<file path="config.mk">
export PLATFORM = sky130hd
export DESIGN_NAME = nspi_rx
export DESIGN_NICKNAME = d
export VERILOG_FILES = /design/src/rtl/nspi_pkg.sv /design/src/rtl/nspi_sync.sv /design/src/rtl/nspi_rx.sv
export SDC_FILE = /design/constraint.sdc
export NUM_CORES = 1
export LEC_CHECK = 0
export CORE_ASPECT_RATIO = 0.8
export CORE_MARGIN = 2
export CORE_UTILIZATION = 54
export CTS_BUF_LIST = sky130_fd_sc_hd__clkbuf_4 sky130_fd_sc_hd__clkbuf_8 sky130_fd_sc_hd__clkbuf_16
export DETAILED_ROUTE_END_ITERATION = 16
export GPL_TIMING_DRIVEN = 0
export HOLD_SLACK_MARGIN = 0.06
export PLACE_DENSITY = 0.79
export SYNTH_ARGS = -nofsm -noshare
export SYNTH_HDL_FRONTEND = slang
export SYNTH_SLANG_ARGS = --single-unit
</file>
<file path="constraint.sdc">
create_clock -name clk -period 2.05 [get_ports clk]
set_input_delay 0.3075 -clock clk [delete_from_list [all_inputs] [get_ports clk]]
set_output_delay 0.3075 -clock clk [all_outputs]
set_load 0.01 [all_outputs]
</file>
<file path="src/rtl/nspi_pkg.sv">
// Shared types and default geometry for the nspi serial link (receiver and transmitter).
package nspi_pkg;

  typedef enum logic {
    IDLE    = 1'b0,
    RECEIVE = 1'b1
  } rx_state_t;

  localparam int unsigned NSPI_CHANNEL_NUMBER = 3;
  localparam int unsigned NSPI_SPI_SIZE       = 8;
  localparam bit          NSPI_MSB_FIRST      = 1'b1;

endpackage

</file>
<file path="src/rtl/nspi_sync.sv">
// Multi-bit flop-chain synchronizer; all bits share one depth so lanes stay aligned.
module nspi_sync #(
  parameter int unsigned WIDTH = 1,
  parameter int unsigned DEPTH = 2
) (
  input  logic             clk,
  input  logic             rst_n,
  input  logic [WIDTH-1:0] din,
  output logic [WIDTH-1:0] dout
);

  logic [WIDTH-1:0] stage_q [DEPTH];
  logic [WIDTH-1:0] stage_d [DEPTH];

  always_comb begin
    stage_d    = stage_q;
    stage_d[0] = din;
    for (int i = 1; i < int'(DEPTH); i++) begin
      stage_d[i] = stage_q[i-1];
    end
  end

  always_ff @(posedge clk or negedge rst_n) begin
    if (!rst_n) begin
      stage_q <= '{default: '0};
    end else begin
      stage_q <= stage_d;
    end
  end

  assign dout = stage_q[DEPTH-1];

endmodule

</file>
<file path="src/rtl/nspi_rx.sv">
// Multi-lane SPI-style receiver: oversamples spi_clk/spi_mosi in the clk domain,
// assembles one word per lane and hands it over through a valid/ready output register.
module nspi_rx
  import nspi_pkg::*;
#(
  parameter int unsigned CHANNEL_NUMBER = NSPI_CHANNEL_NUMBER,
  parameter int unsigned SPI_SIZE       = NSPI_SPI_SIZE,
  parameter bit          MSB_FIRST      = NSPI_MSB_FIRST,
  parameter int unsigned SYNC_STAGES    = 2,
  parameter int unsigned TIMEOUT_CYCLES = 64
) (
  input  logic                      clk,
  input  logic                      rst_n,
  input  logic                      spi_clk,
  input  logic [CHANNEL_NUMBER-1:0] spi_mosi,
  output logic [SPI_SIZE-1:0]       data_out [CHANNEL_NUMBER-1:0],
  output logic                      data_valid,
  input  logic                      data_ready,
  output logic                      overrun,
  output logic                      rx_busy
);

  localparam int unsigned CNT_W  = $clog2(SPI_SIZE + 1);
  localparam int unsigned TMO_W  = $clog2(TIMEOUT_CYCLES + 1);
  localparam int unsigned SYNC_W = CHANNEL_NUMBER + 1;

  logic [SYNC_W-1:0]         sync_out;
  logic                      sclk_s;
  logic [CHANNEL_NUMBER-1:0] mosi_s;
  logic                      sclk_prev_q;
  logic                      edge_c;
  logic                      complete_c;
  logic [SPI_SIZE-1:0]       keep_c;

  rx_state_t           state_q,   state_d;
  logic [CNT_W-1:0]    bit_cnt_q, bit_cnt_d;
  logic [TMO_W-1:0]    tmo_q,     tmo_d;
  logic                valid_q,   valid_d;
  logic                overrun_q, overrun_d;
  logic [SPI_SIZE-1:0] shift_q    [CHANNEL_NUMBER-1:0];
  logic [SPI_SIZE-1:0] shift_d    [CHANNEL_NUMBER-1:0];
  logic [SPI_SIZE-1:0] shift_in_c [CHANNEL_NUMBER-1:0];
  logic [SPI_SIZE-1:0] data_q     [CHANNEL_NUMBER-1:0];
  logic [SPI_SIZE-1:0] data_d     [CHANNEL_NUMBER-1:0];

  // Clock and data ride the same chain so a detected edge sees its own data bit.
  nspi_sync #(
    .WIDTH (SYNC_W),
    .DEPTH (SYNC_STAGES)
  ) u_sync (
    .clk   (clk),
    .rst_n (rst_n),
    .din   ({spi_clk, spi_mosi}),
    .dout  (sync_out)
  );

  assign sclk_s = sync_out[SYNC_W-1];
  assign mosi_s = sync_out[CHANNEL_NUMBER-1:0];
  assign edge_c = sclk_s & ~sclk_prev_q;

  // In IDLE the old shift contents are masked off so the first bit starts a clean word.
  assign keep_c = (state_q == RECEIVE) ? '1 : '0;

  always_comb begin
    shift_in_c = shift_q;
    for (int i = 0; i < int'(CHANNEL_NUMBER); i++) begin
      if (MSB_FIRST) begin
        shift_in_c[i] = {shift_q[i][SPI_SIZE-2:0] & keep_c[SPI_SIZE-2:0], mosi_s[i]};
      end else begin
        shift_in_c[i] = {mosi_s[i], shift_q[i][SPI_SIZE-1:1] & keep_c[SPI_SIZE-2:0]};
      end
    end
  end

  always_comb begin
    state_d    = state_q;
    bit_cnt_d  = bit_cnt_q;
    tmo_d      = tmo_q;
    shift_d    = shift_q;
    data_d     = data_q;
    valid_d    = valid_q;
    overrun_d  = overrun_q;
    complete_c = 1'b0;

    case (state_q)
      IDLE: begin
        if (edge_c) begin
          shift_d   = shift_in_c;
          bit_cnt_d = CNT_W'(1);
          tmo_d     = '0;
          state_d   = RECEIVE;
        end
      end
      RECEIVE: begin
        if (edge_c) begin
          shift_d = shift_in_c;
          tmo_d   = '0;
          if (bit_cnt_q == CNT_W'(SPI_SIZE - 1)) begin
            complete_c = 1'b1;
            bit_cnt_d  = '0;
            state_d    = IDLE;
          end else begin
            bit_cnt_d = bit_cnt_q + CNT_W'(1);
          end
        end else if (tmo_q == TMO_W'(TIMEOUT_CYCLES - 1)) begin
          // Stalled transfer: drop the partial word, leave the output register alone.
          state_d   = IDLE;
          bit_cnt_d = '0;
          tmo_d     = '0;
          shift_d   = '{default: '0};
        end else begin
          tmo_d = tmo_q + TMO_W'(1);
        end
      end
      default: state_d = IDLE;
    endcase

    if (valid_q && data_ready) begin
      valid_d = 1'b0;
    end
    // A word finishing while the previous one is consumed in the same cycle is not an overrun.
    if (complete_c) begin
      if (!valid_q || data_ready) begin
        data_d  = shift_in_c;
        valid_d = 1'b1;
      end else begin
        overrun_d = 1'b1;
      end
    end
  end

  always_ff @(posedge clk or negedge rst_n) begin
    if (!rst_n) begin
      state_q     <= IDLE;
      sclk_prev_q <= 1'b0;
      bit_cnt_q   <= '0;
      tmo_q       <= '0;
      shift_q     <= '{default: '0};
      data_q      <= '{default: '0};
      valid_q     <= 1'b0;
      overrun_q   <= 1'b0;
    end else begin
      state_q     <= state_d;
      sclk_prev_q <= sclk_s;
      bit_cnt_q   <= bit_cnt_d;
      tmo_q       <= tmo_d;
      shift_q     <= shift_d;
      data_q      <= data_d;
      valid_q     <= valid_d;
      overrun_q   <= overrun_d;
    end
  end

  assign data_out   = data_q;
  assign data_valid = valid_q;
  assign overrun    = overrun_q;
  assign rx_busy    = (state_q == RECEIVE);

endmodule

</file>
# Yosys cells after proc, flatten, opt, wreduce, memory -nomap -nowiden

Cells that the tools add are included.

ROM bits: 0
Memory bits (writable): 0
Logic and storage cells: 58
Input port bits: 7
Memories: 0
Register bits: 68
Output and inout port bits: 27
Latch bits: 0

Muxes and demuxes: 25
Div/mod/pow operators: 0
Reduce and logical (&&, ||, !) cells: 6
Shifts and indexed selects: 0
Multipliers: 0
$lt $le $gt $ge: 0
Equality and inequality tests: 4
Bitwise gates (word level): 7
Add/subtract/negate cells: 2

Operators with widths:

| cell                  | number |
|---|---|
| $mux W23              | 3 |
| $pmux W23 S2          | 1 |
| $mux W7               | 4 |
| $and A7 B7 Y7         | 3 |
| $mux W4               | 4 |
| $pmux W7 S2           | 1 |
| $mux W1               | 10 |
| $pmux W4 S2           | 1 |
| $add A7 B1 Y7 const B | 1 |
| $eq A7 B6 Y1 const B  | 1 |
| $reduce_and A2 Y1     | 3 |
| $add A4 B1 Y4 const B | 1 |
| $eq A4 B3 Y1 const B  | 1 |
| $ne A3 B2 Y1 const B  | 1 |
| $not A1 Y1            | 3 |
| $ne A2 B2 Y1 const B  | 1 |
| $pmux W1 S2           | 1 |
| $and A1 B1 Y1         | 1 |
| $logic_and A1 B1 Y1   | 1 |
| $logic_not A1 Y1      | 1 |
| $logic_or A1 B1 Y1    | 1 |

# Logic depth before layout (Yosys ltp)

Depth in word-level cells: 5
Gate-level depth with buffers: 6
Gate-level depth less buffers: 4

# Hierarchy

Synthesis repeated with hierarchy kept, for this count alone.

Cell total of the unflattened synthesis: 215
Area total of the unflattened synthesis: 2625.0 µm²

By module, submodules not included:

| module    | instances | cells each | sequential area each (µm²) | area an instance (µm²) |
|---|---|---|---|---|
| nspi_rx   | 1         | 207        | 1501.4                     | 2424.8 |
| nspi_sync | 1         | 8          | 200.2                      | 200.2 |

# Worst setup path after synthesis

No wires, ideal clock.

Kind: register -> register
From: reg bit_cnt_q[0]
To: reg data_q, in the netlist data_out[16]
Clock period less this slack: 1642 ps
Stages on the path, launching flop included: 7
Arrival time: 1517 ps
Buffers on the path: 2
Required time: 1925 ps
Setup time: 125 ps
Path slack: 408 ps
Path through: dfrtp_1 -> ha_1 -> and3b_1 -> and3b_1 -> buf_6 -> buf_6 -> mux2_4

Cells in the longest elaborated chain, start to end: 5

Ends and longest elaborated chain:

| what                               | line           | source |
|---|---|---|
| start, declared                    | nspi_rx.sv:36  | `logic [CNT_W-1:0] bit_cnt_q, bit_cnt_d;` |
| start signal, assigned             | nspi_rx.sv:145 | `bit_cnt_q <= bit_cnt_d;` |
| $eq A4 B3 Y1                       | nspi_rx.sv:98  | `if (bit_cnt_q == CNT_W'(SPI_SIZE - 1)) begin` |
| $mux W1                            | nspi_rx.sv:98  |  |
| $mux W1                            | nspi_rx.sv:95  | `if (edge_c) begin` |
| $mux W1                            | nspi_rx.sv:85  | `case (state_q)` |
| $reduce_and A2 Y1 (no source line) | n/a            |  |
| end signal, assigned               | nspi_rx.sv:148 | `data_q <= data_d;` |
| end, declared                      | nspi_rx.sv:43  | `logic [SPI_SIZE-1:0] data_q [CHANNEL_NUMBER-1:0];` |

Every way passes these cells.
A chain may end at the register's enable or synchronous reset.

# Worst setup path in the final report

From: reg tmo_q[0]
To: reg shift_q[18] (netlist bit)

Cells in the longest elaborated chain, start to end: 3

Ends and longest elaborated chain:

| what                               | line           | source |
|---|---|---|
| start, declared                    | nspi_rx.sv:37  | `logic [TMO_W-1:0] tmo_q, tmo_d;` |
| start signal, assigned             | nspi_rx.sv:146 | `tmo_q <= tmo_d;` |
| $eq A7 B6 Y1                       | nspi_rx.sv:105 | `end else if (tmo_q == TMO_W'(TIMEOUT_CYCLES - 1)) begin` |
| $ne A3 B2 Y1 (no source line)      | n/a            |  |
| $reduce_and A2 Y1 (no source line) | n/a            |  |
| end signal, assigned               | nspi_rx.sv:147 | `shift_q <= shift_d;` |
| end, declared                      | nspi_rx.sv:40  | `logic [SPI_SIZE-1:0] shift_q [CHANNEL_NUMBER-1:0];` |

Every way passes these cells.

==> results.ini <==
[status]
outcome = completed

[floorplanning]
pin_count = 34
initial_utilization = 0.553
die_w_um = 83.4
std_cell_rows = 23
floorplan.die.height_um = 67.5
die_area_sq_um = 5630
floorplan.core_area_sq_um = 4920

[synthesis]
synth.most_common_cell = dfrtp_1
synth-edff-count = 0
mean_cell_area_of_the_mapped_netlist_sq_um = 12.5
syn-num-nets = 226
synthesis.area_sq_um = 2720
synth_async_sr_flop_share = 1.00
synth.ff_latch_count = 68
yosys_warns = 0
synth_top_family_by_area = compound AO/OA/AOI/OAI gates
synth-adder-area-share = 0.00920
synth_cell_type_count = 35
post_synth_main_area_contributors = dfrtp_1, a22o_1, mux2i_1
yosysSeqAreaShare = 0.625
synth.top_cells.by_count = dfrtp_1, a22o_1, nand2_1
synth.area.mux_share = 0.0938
synth_compound_gate_area_share = 0.113
synthSimpleGateAreaFrac = 0.0975
syn_inst_count = 217
post-synth-top-area-fraction = 0.625
synth_flop_cell = dfrtp_1
synth_xor_xnor_area_share = 0.00644
synth.largest_area_cell = dfrtp_1

[routing]
detail-route-antenna-nets = 0
aggregate_routed_wire_length_um = 4960
routed-via-count = 1756
vias_per_cell = 5.35
initialDrtViolationCount = 94
routed_wire_per_std_cell_um = 15.1
drt_pass1_iterations = 5
post-route-drc-count = 0

[sta]
hold_viol_final = 0
post_layout_min_period_ns = 1.79
max_freq_mhz = 559
whs_ns = 0.0667
final_max_slew_viol_count = 0
setup_tns_ns = 0
slew_worst_pin_ns = 0.819
clock-skew-final_ns = 0.00965
setup_slack_ns = 0.261
rsz0062_at_grt = false
final-setup-viol-count = 0
slew-limit-headroom = 0.454
final_min_period_over_clock_period = 0.873

[global_route]
grt_pass1_wl_um = 8590
grt_start_max_net_pins = 69
grt_pass1_vias = 1718
grt_usage = 0.203
antenna_found_initial = 0
globalRouteOverflowTotal = 0

[cells_and_area]
antenna_cells_inserted = 0
finalCoreUtilization = 0.675
area_added_between_synthesis_and_finish_pct = 22.0
final_area_sq_um = 3320
final_net_count = 270
fraction_of_layout_cells_with_a_size_suffix_above_1 = 0.113

[pwr]
net-switching-power_mw = 1.19
cellInternalPower_mw = 2.83
max-vdd-ir-drop_uv = 727
power_per_cell_area_nw_per_um2 = 1210
power_leakage_nw = 1.57
clock_power_share = 0.260
p_comb_frac = 0.258
seq_power_share = 0.482
power_switching_share = 0.296

[clock_tree]
cts.repair.resized = 0
clkLatencyLatePin_ns = 0.34
holdBufCountCts = 0
cts.sink_count = 68
cts.reportedPaths.clkPinSlew_ns = 0.07
cts_buffer_depth = 2
post_cts_setup_driven_buffer_insertion_count = 0
root_buffer = clkbuf_8
cts_tree = built
cts_made_buffers = 9
cts_htree_levels = 3

[critical_path]
timing.critical_path.to_type = register
crit_path_max_fanout = 10
r2r_start = tmo_q[0]
critPathKind = reg -> reg
critPathArrivalTime_ns = 2.01
worstReg2RegEnd = shift_q[18]
worst_setup_path_start_kind = register
reg2regPathDepth = 5
ff2ff_setup_slack_ns = 0.26
timing.critical_path.required_ns = 2.27

[run]
cap_violations = 0

[hold_path]
worstHoldPathType = in -> async

[placed_design]
last_weighted_congestion_value_of_the_routability_driven_placer = 0.810
dp_slack_ns = 0.191
post_dp_cell_area_sq_um = 3130
hpwlAfterDp_um = 3270
portBuffers = 33

## worst max-delay path, cell delays in order, from the launching register on
cell     delay [ns]
dfrtp_1        0.42
ha_1           0.26
nand4_1        0.24
o21a_1         0.34
buf_2          0.22
a22o_1         0.21
## sequential cells by signal, indices dropped and copies added (netlist names)
name	cells
bit_cnt_q	4
rx_busy	1
shift_q	21
data_valid	1
u_sync.stage_d	4
data_out	24
u_sync.dout	4
tmo_q	7
sclk_prev_q	1
overrun	1
## metrics by stage
step / power, mW / cells
after floorplan: 2.46 / 217
after global placement: 2.96 / 312
after detailed placement: 3.00 / 312
after CTS: 4.05 / 328
after global routing: 4.28 / 328
final: 4.02 / 328
## power by group through the flow
stage	registers, mW	clock network [mW]	logic, mW
final	1.93	1.04	1.04
after global routing	1.98	1.14	1.16
after CTS	1.93	1.06	1.05
after detailed placement	1.95	0	1.05
after global placement	1.94	0	1.02
after floorplan	1.99	0	0.472
## metal layers
layer  wire length [um]  global-route usage  up-vias
met2               2260               0.295       39
met1               2460               0.289      872
met4                 22              0.0615        0
li1                   -                   -      843
met5                  0                   0        -
met3                221              0.0746        2
## cell usage in the layout (no fill, tap or decap), drive strengths merged, types with 6 or more instances in the layout
| cell | instances |
|---|---|
| clkbuf | 20 |
| buf | 7 |
| a22o | 23 |
| mux2 | 6 |
| inv | 19 |
| clkdlybuf4s50 | 32 |
| mux2i | 18 |
| nand2 | 21 |
| dfrtp | 68 |
## logic make-up after synthesis
logic type                 count (synthesis)
and+or+nand+nor                           50
DFF                                       68
AOI/OAI and AO/OA                         39
buffers and inverters                     32
muxes                                     24
xor gates and xnor gates                   2
adders and majority gates                  2
## worst max-delay path by stage
stage / startpoint / to / slack (ns) / cells after the start
3_5_place_dp: data_ready / data_out[7] / 0.19 / 6
5_1_grt: tmo_q[0] / shift_q[9] / 0.14 / 5
4_1_cts: bit_cnt_q[0] / data_out[16] / 0.27 / 6
2_1_floorplan: bit_cnt_q[0] / data_out[16] / 0.41 / 6
3_3_place_gp: rst_n / data_out[11] / -1.56 / 1
6_report: tmo_q[0] / shift_q[18] / 0.26 / 5
## final cells by class
class                           count  area [sq um]
Tap cell                           62          77.6
Timing Repair Buffer               33           328
Clock buffer                       13           173
Multi-Input combinational cell    117           871
Clock inverter                      3          20.0
Buffer                             13          77.6
Fill cell                         373          1600
Inverter                           19          71.3
Sequential cell                    68          1700
Note: power is estimated with default switching activity, not from simulation.
